`src/rtl/frame_sequencer.sv`:
```
// Purpose: APU frame counter; divides clk into quarter/half-frame strobes and raises the frame IRQ.
// Latency: strobes and frame_step register one clk after the counter hits a step; $4017 applies 3 clk after reg_change toggles.
// Backpressure: none; free-running, strobes are single-cycle and cannot be stalled.
//
// Ports:
//   clk, rst_n            APU clock, asynchronous active-low reset
//   reg_4017[7:6]         mode (0: 4-step, 1: 5-step), IRQ inhibit; bits 5:0 unused
//   reg_change            toggles once per $4017 write, asynchronous to clk
//   irq_clear             one-clk pulse from a $4015 read, clears frame_irq
//   enable_240hz/_120hz   quarter-/half-frame strobes, one clk wide
//   frame_irq             frame interrupt level
//   frame_step            last step fired (0 after reset or reload)

`timescale 1ns/1ps

module frame_sequencer #(
    parameter int STEP1     = 7457,
    parameter int STEP2     = 14913,
    parameter int STEP3     = 22371,
    parameter int STEP4     = 29829,
    parameter int STEP5     = 37281,
    parameter int CNT_WIDTH = 16
) (
    input  logic       clk,
    input  logic       rst_n,
    input  logic [7:0] reg_4017,
    input  logic       reg_change,
    input  logic       irq_clear,
    output logic       enable_240hz,
    output logic       enable_120hz,
    output logic       frame_irq,
    output logic [2:0] frame_step
);

    typedef enum logic {
        MODE_4STEP = 1'b0,
        MODE_5STEP = 1'b1
    } mode_e;

    localparam logic [CNT_WIDTH-1:0] S1 = CNT_WIDTH'(STEP1);
    localparam logic [CNT_WIDTH-1:0] S2 = CNT_WIDTH'(STEP2);
    localparam logic [CNT_WIDTH-1:0] S3 = CNT_WIDTH'(STEP3);
    localparam logic [CNT_WIDTH-1:0] S4 = CNT_WIDTH'(STEP4);
    localparam logic [CNT_WIDTH-1:0] S5 = CNT_WIDTH'(STEP5);

    logic [1:0]           sync;
    logic                 reload;
    logic [CNT_WIDTH-1:0] cnt;
    mode_e                mode;
    logic                 inhibit;

    logic                 hit_q;
    logic                 hit_h;
    logic                 hit_irq;
    logic [2:0]           hit_step;
    logic                 seq_end;

    // Bits 5:0 of $4017 belong to other units.
    logic unused_bits;
    assign unused_bits = ^reg_4017[5:0];

    // Toggle handshake: any change of the synchronised level is one write.
    always_ff @(posedge clk or negedge rst_n) begin
        if (!rst_n) begin
            sync   <= 2'b00;
            reload <= 1'b0;
        end else begin
            sync   <= {sync[0], reg_change};
            reload <= sync[1] ^ sync[0];
        end
    end

    // Step decode. In 5-step mode the counter runs straight through STEP4.
    always_comb begin
        hit_q    = 1'b0;
        hit_h    = 1'b0;
        hit_irq  = 1'b0;
        hit_step = 3'd0;
        seq_end  = 1'b0;
        if (cnt == S1) begin
            hit_q    = 1'b1;
            hit_step = 3'd1;
        end else if (cnt == S2) begin
            hit_q    = 1'b1;
            hit_h    = 1'b1;
            hit_step = 3'd2;
        end else if (cnt == S3) begin
            hit_q    = 1'b1;
            hit_step = 3'd3;
        end else if (cnt == S4 && mode == MODE_4STEP) begin
            hit_q    = 1'b1;
            hit_h    = 1'b1;
            hit_irq  = !inhibit;
            hit_step = 3'd4;
            seq_end  = 1'b1;
        end else if (cnt == S5 && mode == MODE_5STEP) begin
            hit_q    = 1'b1;
            hit_h    = 1'b1;
            hit_step = 3'd5;
            seq_end  = 1'b1;
        end
    end

    always_ff @(posedge clk or negedge rst_n) begin
        if (!rst_n) begin
            cnt          <= '0;
            mode         <= MODE_4STEP;
            inhibit      <= 1'b0;
            enable_240hz <= 1'b0;
            enable_120hz <= 1'b0;
            frame_irq    <= 1'b0;
            frame_step   <= 3'd0;
        end else if (reload) begin
            // A write restarts the sequence and overrides any step landing this cycle.
            cnt          <= '0;
            mode         <= mode_e'(reg_4017[7]);
            inhibit      <= reg_4017[6];
            frame_step   <= 3'd0;
            // Entering 5-step mode clocks the units immediately.
            enable_240hz <= reg_4017[7];
            enable_120hz <= reg_4017[7];
            if (reg_4017[6] || irq_clear) begin
                frame_irq <= 1'b0;
            end
        end else begin
            cnt          <= seq_end ? '0 : cnt + CNT_WIDTH'(1);
            enable_240hz <= hit_q;
            enable_120hz <= hit_h;
            if (hit_step != 3'd0) begin
                frame_step <= hit_step;
            end
            // Setting wins over a coincident $4015 read.
            if (hit_irq) begin
                frame_irq <= 1'b1;
            end else if (irq_clear) begin
                frame_irq <= 1'b0;
            end
        end
    end

endmodule

```
`config.mk`:
```
export PLATFORM = sky130hd
export DESIGN_NAME = frame_sequencer
export DESIGN_NICKNAME = d
export VERILOG_FILES = /design/src/rtl/frame_sequencer.sv
export SDC_FILE = /design/constraint.sdc
export NUM_CORES = 1
export LEC_CHECK = 0
export ABC_AREA = 1
export BUFFER_PORTS_ARGS = -buffer_cell sky130_fd_sc_hd__buf_2
export CORE_MARGIN = 2
export CORE_UTILIZATION = 62
export DETAILED_ROUTE_END_ITERATION = 8
export GPL_TIMING_DRIVEN = 0
export PLACE_DENSITY = 0.84
export SLEW_MARGIN = 0
export SYNTH_ARGS = -nofsm -noshare
export SYNTH_HDL_FRONTEND = slang
export SYNTH_SLANG_ARGS = --single-unit
```
`constraint.sdc`:
```
create_clock -name clk -period 4.29 [get_ports clk]
set_clock_uncertainty 0.1 [all_clocks]
set_input_delay 0.2145 -clock clk [delete_from_list [all_inputs] [get_ports clk]]
set_output_delay 0.2145 -clock clk [all_outputs]
set_load 0.02 [all_outputs]
```
Yosys cells after proc, flatten, opt, wreduce, memory -nomap -nowiden

Index checks and enable logic that the tools add are counted.

Add/subtract/negate cells: 1
Equal/unequal tests: 6
Mux-type cells: 29
Bitwise operators: 2
Reductions and logical operators: 8

Operators with widths:

| operator                                               | count |
|---|---|
| == test 16 x 15 -> 1 bit (second input constant)       | 2 |
| two-way mux 16 bit                                     | 2 |
| two-way mux 3 bit                                      | 7 |
| two-way mux 1 bit                                      | 20 |
| adder 16 x 1 -> 16 bit (second input constant)         | 1 |
| == test 16 x 13 -> 1 bit (second input constant)       | 1 |
| == test 16 x 14 -> 1 bit (second input constant)       | 1 |
| == test 16 bit (second input constant)                 | 1 |
| nonzero test 3 bit                                     | 2 |
| logical AND 1 bit                                      | 2 |
| inequality test 2 x 1 -> 1 bit (second input constant) | 1 |
| AND reduction 2 bit                                    | 1 |
| nonzero test 2 bit                                     | 1 |
| zero test 1 bit                                        | 1 |
| logical OR 1 bit                                       | 1 |
| NOT 1 bit                                              | 1 |
| XOR 1 bit                                              | 1 |

Bits in registers: 27
Input port bits: 12
Logic and storage cells: 55

Longest topological paths before layout

Gate-level depths: netlist (run 1).

Word-level depth: 10
Mapped depth: 10
Mapped depth without buffers: 10

Least setup slack after synthesis (run 1)

Ideal clock, no wire load.

Path kind: register -> register
Start: register cnt[0]
End: register cnt[14]
Data arrival time: 1.308 ns
Data required time: 4.071 ns
Setup slack: 2.763 ns
Cell stages (with the launch flop): 8
Path buffers: 0
Cell sequence: dfrtp_1 > ha_1 > nand2_2 > nor2_4 > nand3_2 > nor3_1 > xor2_1 > nor2_2

Longest elaborated chain between the ends: 9

RTL lines:

| what                   | line | RTL |
|---|---|---|
| from (decl)            | 48   | `logic [CNT_WIDTH-1:0] cnt;` |
| from (signal assigned) | 126  | `cnt <= seq_end ? '0 : cnt + CNT_WIDTH'(1);` |
| == test 16 bit         | 96   | `end else if (cnt == S5 && mode == MODE_5STEP) begin` |
| logical AND 1 bit      | 96   |  |
| two-way mux 1 bit      | 96   |  |
| two-way mux 1 bit      | 90   | `end else if (cnt == S4 && mode == MODE_4STEP) begin` |
| two-way mux 1 bit      | 87   | `end else if (cnt == S3) begin` |
| two-way mux 1 bit      | 83   | `end else if (cnt == S2) begin` |
| two-way mux 1 bit      | 80   | `if (cnt == S1) begin` |
| two-way mux 16 bit *   | 126  |  |
| two-way mux 16 bit *   | 113  | `end else if (reload) begin` |

Mark *: on every way between the ends. The rest lies on a longest branch, timed or not.
A chain may end at the register's enable or synchronous reset.

Worst setup path in the final report (run 1)

Same ends and word-level chain as after synthesis.

==> summary.md, run 1 <==
| Metric | Value |
|---|---|
| Final slew viol count | 0 |
| R2r setup slk | 2.58 ns |
| GP Congestion | 0.944 |
| Post-synth EDFFs | 0 |
| Worst slack, placed | 2.58 ns |
| Critical-path maximum fanout | 7 |
| Mux contribution to synthesized area | 0% |
| Hold path depth | 3 |
| Fill count | 219 |
| Power share of the sequential group | 61.5% |
| Fin worst setup slack | 2.58 ns |
| RSZ-0062 raised after global routing | false |
| Area of the multi-input gates | 857 um^2 |
| Post-synthesis cell type count | 26 |
| Critical hold path startpoint | reg_4017[6] |
| Largest Register | cnt |
| Reg-to-Reg End | cnt[14] |
| Mapped cell area | 1650 um^2 |
| CTS tree | built |
| Final Setup Violations | 0 |
| Vias in the first global route | 1348 |
| Sequential Area | 676 um^2 |
| Routed vias | 1391 |
| GRT Total Usage | 22.8% |
| Clock Power Share | 25.4% |
| Largest family of logic cells by synthesized area | simple AND/OR/NAND/NOR gates |
| Drt via density | 5.17 |
| Most instantiated cells after synthesis | 58 x nand2_1, 35 x nor2_1, 27 x dfrtp_1 |
| Setup Fix Bufs, Post-CTS | 0 |
| Sw frac | 27.6% |
| Tcrit/Tclk final | 39.8% |
| Clock Latency Late Sink | 0.32 ns |
| DRC viols | 0 |
| Largest net degree at the start of global routing | 28 |
| NetSw | 122 uW |
| Status | finished clean |
| WHS | 0.00437 ns |
| Die width | 55.6 um |
| Top Registers | cnt: 16 flops, frame_step: 3 flops, sync: 2 flops |
| Die height | 55.6 um |
| Num CTS Buffers | 3 |
| Ys flop type | dfrtp_1 |
| Cell count after synthesis | 222 |
| Area Overhead vs Synth | 8.65% |
| I/O Buffers | 11 |
| Total die area | 3090 um^2 |
| Post-synth ARST share | 100% |
| DR WL/cell | 12.3 um |
| CP required | 4.43 ns |
| Avg Inst Size Synth | 7.43 um^2 |
| Slew headroom | 60.4% |
| # diodes | 0 |
| Detail Route Antenna Nets | 0 |
| R2R cell count | 7 |
| Worst-path clk slew | 0.15 ns |
| Post-synthesis compound-gate area fraction | 4.25% |
| Final count of hold timing violations | 0 |
| Most frequent cell after synthesis | nand2_1 |
| Internal power | 321 uW |
| Root Buffer | clkbuf_4 |
| DP HPWL | 2590 um |
| Worst EP arrival | 1.85 ns |
| Met2 wire length | 1560 um |
| Boundary Pins | 18 |
| Dominant cells by area after synthesis | dfrtp_1 41%, nand2_1 13%, nor2_1 8.0% |
| Max FFs per register | 16 |
| Global-route wire length before repair | 5600 um |
| Top Layer Used | met4 |
| Routed WL | 3300 um |
| Tightest Pin Transition | 0.593 ns |
| Logic gate share of total power | 13.1% |
| Synth Net Count | 236 |
| DR iter-0 viols | 55 |
| Max Freq | 0.585 GHz |
| Routed wl met3 | 198 um |
| Hold Path Sink | inhibit |
| Final min period | 1.71 ns |
| Ys Warns | 0 |
| Share of layout cells above drive strength 1 | 20.9% |
| Dominant cell type by area after synthesis | dfrtp_1 |
| FP Rows | 18 |
| First-pass DRT Iterations | 4 |
| Leakage dissipation | 0.000836 uW |
| DRT met1 WL | 1520 um |
| Simple-gate portion of the synthesized area | 42.0% |
| Adder-Cell Fraction of Synth Area | 1.52% |
| Worst setup startpoint | cnt[0] |
| Nature of the critical path endpoint | register |
| Hold crit path type | input pin to register |
| Initial Utilization | 66.0% |
| Share of the synthesized area in the top cell type | 41.0% |
| Maximum vdd drop | 217 uV |
| Register area share after synthesis | 41.0% |
| Crit path launch type | register |
| Type of the worst setup path | register to register |
| GRT overflow | 0 |
| Pwr dens | 247 nW/um^2 |
| Clock sink count | 27 |
| Htree depth | 1 |
| Final TNS setup | 0 ns |
| Seq cells post-synth | 27 |
| Core area | 2500 um^2 |
| Max-cap violation count | 0 |
| # nets final | 254 |
| Antenna violations before repair | 0 |
| Post-Synth XOR/XNOR Area | 4.25% |
| Clk buf depth | 2 |
| FF-to-FF Start | cnt[0] |
worst max-delay path by stage:
stage                         end  slack (ns)  depth (start not counted)
final                     cnt[14]        2.58                          7
after detailed placement  cnt[14]        2.58                          7
after CTS                 cnt[14]        2.56                          7
after floorplan           cnt[14]        2.76                          7
after global routing      cnt[14]        2.42                          7
after global placement    cnt[14]        2.62                          7
through the flow:
step | cell area, um^2 | total power (uW) | cells | utilization [%]
after floorplan | 1650 | 317 | 222 | -
after global placement | 1740 | 333 | 263 | 69.7
after detailed placement | 1740 | 335 | 263 | 69.7
after CTS | 1790 | 445 | 269 | 71.7
after global routing | 1790 | 463 | 269 | 71.7
final | 1790 | 443 | 269 | 71.7
cells in the final DEF (no fill, tap or decap):
cell            n
o21ai_0         8
nand2_1        58
nor2_1         35
buf_6           1
dfrtp_1        27
xnor2_1         1
nand3_1        11
clkbuf_4        3
nand2_4         1
clkbuf_1        1
xor2_1          7
nor3_4          1
nand2_2         5
a21oi_1         3
nor4_4          1
buf_2          11
nand3b_1        1
a21oi_2         1
inv_1          21
clkinvlp_4      1
nor2_4          3
nand4_1         3
nand3_2         1
nor3_1          8
ha_1            2
nor3_2          1
inv_2           6
nor2_2         14
a31oi_1         1
dlygate4sd3_1   2
timing repair:
action,in CTS,in global routing
resized for setup,0,0
hold endpoints to repair,28,0
hold buffers,2,0
layout make-up:
| cell class | count | area share (%) |
|---|---|---|
| buffer | 2 | 0.838 |
| multi-input combinational | 166 | 47.8 |
| tap | 30 | 2.09 |
| inverter | 27 | 5.66 |
| clock buffer | 3 | 1.26 |
| sequential | 27 | 37.7 |
| timing repair buffer | 13 | 4.19 |
| clock inverter | 1 | 0.419 |
layer usage:
metal / vias up / global-route usage (%)
met5: - / 0
met4: 0 / 5.92
met3: 4 / 2.56
met2: 42 / 40.6
met1: 621 / 29.4
li1: 724 / -
cells by family (layout without fill, tap and decap cells):
logic type / after synthesis / count (layout)
and+or+nand+nor: 143 / 143
xor gates and xnor gates: 8 / 8
buffers and inverters: 29 / 46
adders and majority gates: 2 / 2
DFF: 27 / 27
AOI/OAI and AO/OA: 13 / 13
power by group through the flow:
| stage | combinational (uW) | clock, uW | sequential, uW |
|---|---|---|---|
| 6_report | 58.0 | 112 | 273 |
| 5_1_grt | 65.2 | 124 | 274 |
| 4_1_cts | 58.4 | 113 | 273 |
| 3_5_place_dp | 56.8 | 0 | 278 |
| 3_3_place_gp | 55.8 | 0 | 277 |
| 2_1_floorplan | 38.3 | 0 | 278 |
worst max-delay path, stage by stage (launching register included):
cell	delay (ns)
dfrtp_1	0.44
ha_1	0.24
nand2_2	0.08
nor2_4	0.20
nand3_2	0.11
nor3_1	0.19
xor2_1	0.22
nor2_2	0.05
(Power assumes the default switching activity.)
==> inputs of run 2 (changes only) <==
--- a/config.mk
+++ b/config.mk
@@ -8,10 +8,10 @@
 export ABC_AREA = 1
 export BUFFER_PORTS_ARGS = -buffer_cell sky130_fd_sc_hd__buf_2
 export CORE_MARGIN = 2
-export CORE_UTILIZATION = 62
+export CORE_UTILIZATION = 58
 export DETAILED_ROUTE_END_ITERATION = 8
 export GPL_TIMING_DRIVEN = 0
-export PLACE_DENSITY = 0.84
+export PLACE_DENSITY = 0.79
 export SLEW_MARGIN = 0
 export SYNTH_ARGS = -nofsm -noshare
 export SYNTH_HDL_FRONTEND = slang
==> constraint.sdc (replaced) <==
create_clock -name clk -period 1.6 [get_ports clk]
set_clock_uncertainty 0.1 [all_clocks]
set_input_delay 0.08 -clock clk [delete_from_list [all_inputs] [get_ports clk]]
set_output_delay 0.08 -clock clk [all_outputs]
set_load 0.02 [all_outputs]
==> summary.md, run 2 (same netlist as run 1, synthesis figures left out) <==
| Metric | Value |
|---|---|
| Top Registers | cnt: 16 flops, frame_step: 3 flops, sync: 2 flops |
| First-pass DRT Iterations | 5 (+1) |
| Vias in the first global route | 1461 (+8.4%) |
| Area Overhead vs Synth | 33.8% |
| Cell family with most CP delay | simple AND/OR/NAND/NOR gates |
| Root Buffer | clkbuf_4 |
| DR WL/cell | 15.2 um (+24%) |
| Final min period | 1.65 ns (-0.0584 ns) |
| Worst EP arrival | 1.82 ns (-0.03 ns) |
| Max Freq | 0.606 GHz (+3.5%) |
| # nets final | 281 (+11%) |
| Total die area | 3290 um^2 (+6.4%) |
| Core area | 2730 um^2 (+9.4%) |
| Num CTS Buffers | 3 (unchanged) |
| Design area | 2210 um^2 (+23%) |
| Final Setup Violations | 10 (+10) |
| Leakage dissipation | 0.00105 uW (+26%) |
| Tcrit/Tclk final | 103% (+63 points) |
| Critical-path maximum fanout | 5 (-2) |
| Antenna violations before repair | 0 (unchanged) |
| Worst setup startpoint | cnt[0] |
| Worst path slowest cell | dfrtp_2 |
| Crit path launch type | register |
| GP Congestion | 0.935 (-0.88%) |
| Final Util | 80.7% (+9.0 points) |
| Final slew viol count | 0 (unchanged) |
| GRT Total Usage | 25.8% (+3.0 points) |
| Final TNS setup | -0.287 ns (-0.287 ns) |
| Cell mode on critical path | nand2_4 |
| # diodes | 0 (unchanged) |
| DR iter-0 viols | 83 (+51%) |
| Commonest non-fill, non-tap cell in the layout | nand2_1 |
| Die height | 57.3 um (+3.1%) |
| Post-DP Area | 1740 um^2 (about the same) |
| CP required | 1.77 ns (-2.66 ns) |
| Initial Utilization | 60.3% (-5.6 points) |
| Nature of the critical path endpoint | register |
| Clock Latency Late Sink | 0.33 ns (about the same) |
| Final count of hold timing violations | 0 (unchanged) |
| Detail Route Antenna Nets | 0 (unchanged) |
| Maximum vdd drop | 682 uV (+210%) |
| Fin worst setup slack | -0.0509 ns (-2.63 ns) |
| Fill count | 173 (-21%) |
| Worst-path clk slew | 0.16 ns (about the same) |
| Clk buf depth | 2 (unchanged) |
| Max-cap violation count | 0 (unchanged) |
| Share of layout cells above drive strength 1 | 41.7% (+21 points) |
| Crit path buffers/inverters | 2 (+2) |
| Hold crit path type | input pin to async pin |
| Slew headroom | 60.0% (-0.44 points) |
| Pwr dens | 607 nW/um^2 (+150%) |
| CTS tree | built |
| Boundary Pins | 18 (unchanged) |
| Largest Register | cnt |
| Drt via density | 5.61 (+8.5%) |
| Max FFs per register | 16 (unchanged) |
| Routed vias | 1666 (+20%) |
| RSZ-0062 raised after global routing | true |
| Status | complete, but fails checks |
| Worst-path cell chain | ha_4 -> nand2_4 -> inv_2 -> nand2_2 -> nor2_2 -> nor2_4 -> nand2_4 -> buf_12 -> nor3_4 |
| FP Rows | 19 (+1) |
| Global-route wire length before repair | 6620 um (+18%) |
| Die width | 57.3 um (+3.1%) |
| I/O Buffers | 11 (unchanged) |
| GRT overflow | 0 (unchanged) |
| DP HPWL | 2650 um (+2.2%) |
| FF-to-FF Start | cnt[0] |
| Commonest cells after routing, fill and taps aside | 52 x nand2_1, 29 x nor2_1, 21 x buf_4 |
| Type of the worst setup path | register to register |
| Routed WL | 4500 um (+37%) |
| Clock sink count | 27 (unchanged) |
| Failing checks | setup timing |
| Largest net degree at the start of global routing | 28 (unchanged) |
| Slowest cell delay on critical path | 0.48 ns (+0.04 ns) |
| Htree depth | 1 (unchanged) |
| Tightest Pin Transition | 0.600 ns (+0.00654 ns) |
| DRC viols | 0 (unchanged) |
[run 2: changes by cell type in the layout (fill, tap and decap cells not counted), sizes merged]
cell / delta
buf: +24
dlygate4sd3: +3
[run 2: report_power, final]
part	internal [uW]	switching, uW	total (uW)
logic	132	151	283
registers	712	29.9	742
clock network	95.6	218	314
[run 2: final timing paths]
path / end / slack (ns) / cells after the start
worst max-delay path: cnt[7] / -0.05 / 9
worst max register to register: cnt[7] / -0.05 / 9
worst min register to register: sync[1] / 0.35 / 0
max in group asynchronous: cnt[4] / 0.81 / 2
worst min-delay path: cnt[9] / 0.16 / 2
min in group clk: sync[0] / 0.28 / 2
[run 2: metal layers]
metal,vias to the layer above,global-route usage (%),routed length [um]
met5,-,0,0
met4,0,6.31,91
met3,14,2.27,236
met2,72,44.5,2340
met1,798,35.4,1830
li1,782,-,-
[run 2: timing repair]
action | CTS | global route
setup buffers | 7 | 17
resized for setup | 13 | 43
setup endpoints to repair | 15 | 21
pin swaps | 9 | 27
hold buffers | 5 | 0
gates cloned | 0 | 1
endpoints found under the hold margin | 33 | 0
[run 2: final cells by class]
cell class | instances | area, um^2 | area share [%]
inverter | 27 | 109 | 4.93
tap | 31 | 38.8 | 1.76
clock inverter | 1 | 7.51 | 0.340
multi-input combinational | 166 | 991 | 44.9
timing repair buffer | 41 | 330 | 15.0
buffer | 1 | 20.0 | 0.908
sequential | 27 | 687 | 31.1
clock buffer | 3 | 22.5 | 1.02
[run 2: stage by stage]
step           total power (uW)  setup WS (ns)  instances  hold slack (ns)
6_report                   1340        -0.0509        297            0.163
5_1_grt                    1390         -0.112        297            0.225
4_1_cts                    1260        -0.0246        280            0.186
3_5_place_dp                901         -0.102        264           0.0221
3_3_place_gp                895        -0.0707        264           0.0195
2_1_floorplan               849         0.0735        222           -0.316
==> inputs of run 3 (changes only) <==
--- a/config.mk
+++ b/config.mk
@@ -7,11 +7,13 @@
 export LEC_CHECK = 0
 export ABC_AREA = 1
 export BUFFER_PORTS_ARGS = -buffer_cell sky130_fd_sc_hd__buf_2
+export CAP_MARGIN = 20
 export CORE_MARGIN = 2
 export CORE_UTILIZATION = 58
 export DETAILED_ROUTE_END_ITERATION = 8
 export GPL_TIMING_DRIVEN = 0
 export PLACE_DENSITY = 0.79
+export SETUP_SLACK_MARGIN = 0.2
 export SLEW_MARGIN = 0
 export SYNTH_ARGS = -nofsm -noshare
 export SYNTH_HDL_FRONTEND = slang
==> summary.md, run 3 (same netlist as run 1, synthesis figures left out) <==
| Metric | Value |
|---|---|
| Worst slack, placed | -0.0659 ns (+0.0356 ns) |
| Commonest cells after routing, fill and taps aside | 56 x nand2_1, 31 x nor2_1, 21 x dfrtp_1 |
| Global-route wire length before repair | 6180 um (-6.8%) |
| Die height | 57.3 um (unchanged) |
| Antenna violations before repair | 0 (unchanged) |
| DRC viols | 0 (unchanged) |
| Inst Count DP | 264 (unchanged) |
| Sw frac | 28.8% (-1.0 points) |
| Internal power | 916 uW (-2.5%) |
| Area Overhead vs Synth | 30.1% |
| Share of layout cells above drive strength 1 | 37.1% (-4.7 points) |
| Max FFs per register | 16 (unchanged) |
| Drt via density | 5.44 (-3.0%) |
| I/O Buffers | 11 (unchanged) |
| Worst-path clk slew | 0.15 ns (about the same) |
| Slew headroom | 59.3% (-0.70 points) |
| GRT overflow | 0 (unchanged) |
| Core area | 2730 um^2 (unchanged) |
| Largest net degree at the start of global routing | 28 (unchanged) |
| Vias in the first global route | 1379 (-5.6%) |
| Maximum vdd drop | 545 uV (-20%) |
| DR WL/cell | 14.1 um (-6.7%) |
| Max-cap violation count | 0 (unchanged) |
| Cell mode on critical path | nor2_4 |
| Worst EP arrival | 1.80 ns (-0.02 ns) |
| CTS tree | built |
| Leakage dissipation | 0.000996 uW (-5.4%) |
| Logic gate share of total power | 19.1% (-2.0 points) |
| Clock Latency Late Sink | 0.33 ns (about the same) |
| Type of the worst setup path | register to register |
| Tightest Pin Transition | 0.610 ns (+0.0104 ns) |
| Final min period | 1.67 ns (+0.0144 ns) |
| Final slew viol count | 0 (unchanged) |
| Clock sink count | 27 (unchanged) |
| Status | complete, but fails checks |
| Root Buffer | clkbuf_4 |
| Power share of the sequential group | 56.8% (+1.4 points) |
| GP Congestion | 0.986 (+5.4%) |
| Routed vias | 1578 (-5.3%) |
| Worst-path cell chain | buf_12 -> nor2_4 -> nand3_1 -> nor2_4 -> nor2_4 -> nand2_4 -> clkbuf_16 -> nor2_2 |
| Pwr dens | 600 nW/um^2 (-1.2%) |
| Fin worst setup slack | -0.0653 ns (-0.0144 ns) |
| Die width | 57.3 um (unchanged) |
| Num CTS Buffers | 3 (unchanged) |
| Final Setup Violations | 11 (+1) |
| Non-Filler Instances | 290 (-2.4%) |
| Final count of hold timing violations | 0 (unchanged) |
| Largest Register | cnt |
| DR iter-0 viols | 94 (+13%) |
| Fill count | 183 (+5.8%) |
| Slowest cell delay on critical path | 0.48 ns (about the same) |
| Boundary Pins | 18 (unchanged) |
| Routed WL | 4100 um (-8.9%) |
| RSZ-0062 raised after global routing | true |
| Max Freq | 0.601 GHz (-0.86%) |
| Clock Power Share | 24.1% (+0.6 points) |
| Detail Route Antenna Nets | 0 (unchanged) |
| Critical-path maximum fanout | 6 (+1) |
| Total die area | 3290 um^2 (unchanged) |
| Commonest non-fill, non-tap cell in the layout | nand2_1 |
| DP HPWL | 2580 um (-2.3%) |
| # nets final | 274 (-2.5%) |
| NetSw | 371 uW (-7.1%) |
| Final TNS setup | -0.435 ns (-0.148 ns) |
| FP Rows | 19 (unchanged) |
| Final Power | 1290 uW (-3.9%) |
| Htree depth | 1 (unchanged) |
| Initial Utilization | 60.3% (unchanged) |
| Hold crit path type | input pin to async pin |
| # diodes | 0 (unchanged) |
| WHS | 0.165 ns (+0.00183 ns) |
| First-pass DRT Iterations | 4 (-1) |
| Top Registers | cnt: 16 flops, frame_step: 3 flops, sync: 2 flops |
| Worst path slowest cell | dfrtp_2 |
| Failing checks | setup timing |
| Tcrit/Tclk final | 104% (+0.90 points) |
| Clk buf depth | 2 (unchanged) |
| Crit path launch type | register |
| Nature of the critical path endpoint | register |
| GRT Total Usage | 24.3% (-1.5 points) |
| CP required | 1.74 ns (-0.03 ns) |
-- run 3: worst max-delay path: cells and delay by family, from the launching register on --
kind / cells / cell delay, ns
buffers and inverters: 2 / 0.31
AND/OR/NAND/NOR: 6 / 0.67
flip-flops: 1 / 0.48
-- run 3: worst paths after layout --
path	start	to	slack, ns	depth (start not counted)
worst min register to register	sync[0]	sync[1]	0.31	0
min in group clk	reg_change	sync[0]	0.28	2
worst max register to register	cnt[4]	cnt[8]	-0.07	8
worst min-delay path	rst_n	cnt[0]	0.16	2
worst max-delay path	cnt[4]	cnt[8]	-0.07	8
max in group asynchronous	rst_n	cnt[10]	0.80	2
-- run 3: final cells by class --
type	count	area (um^2)	share of cell area [%]
Tap cell	31	38.8	1.81
Timing Repair Buffer	33	270	12.6
Clock buffer	3	22.5	1.05
Sequential cell	27	683	31.8
Buffer	2	25.0	1.17
Inverter	27	106	4.96
Multi-Input combinational cell	166	992	46.2
Clock inverter	1	7.51	0.350
-- run 3: through the flow --
stage | instance area (um^2) | util (%)
after global placement | 1760 | 64.3
after floorplan | 1660 | -
after detailed placement | 1760 | 64.3
after CTS | 1980 | 72.5
final | 2150 | 78.5
after global routing | 2150 | 78.5
-- run 3: power groups by stage --
| stage | sequential [uW] | clock [uW] | combinational (uW) |
|---|---|---|---|
| 2_1_floorplan | 746 | 0 | 109 |
| 3_3_place_gp | 745 | 0 | 156 |
| 3_5_place_dp | 745 | 0 | 160 |
| 4_1_cts | 731 | 315 | 204 |
| 5_1_grt | 735 | 343 | 270 |
| 6_report | 731 | 310 | 246 |
-- run 3: what timing repair did --
item,in CTS,in global routing
gates resized for setup,22,24
buffers inserted,9,7
setup endpoints to repair,22,22
pin swaps,8,4
hold buffers,5,0
hold endpoints to repair,33,0
gates cloned,0,1
-- run 3: metal layers --
metal | global-route usage [%] | part of all wire, %
met5 | 0 | 0
met4 | 8.31 | 3.1
met3 | 3.17 | 6.3
met2 | 40.4 | 49
met1 | 32.8 | 41
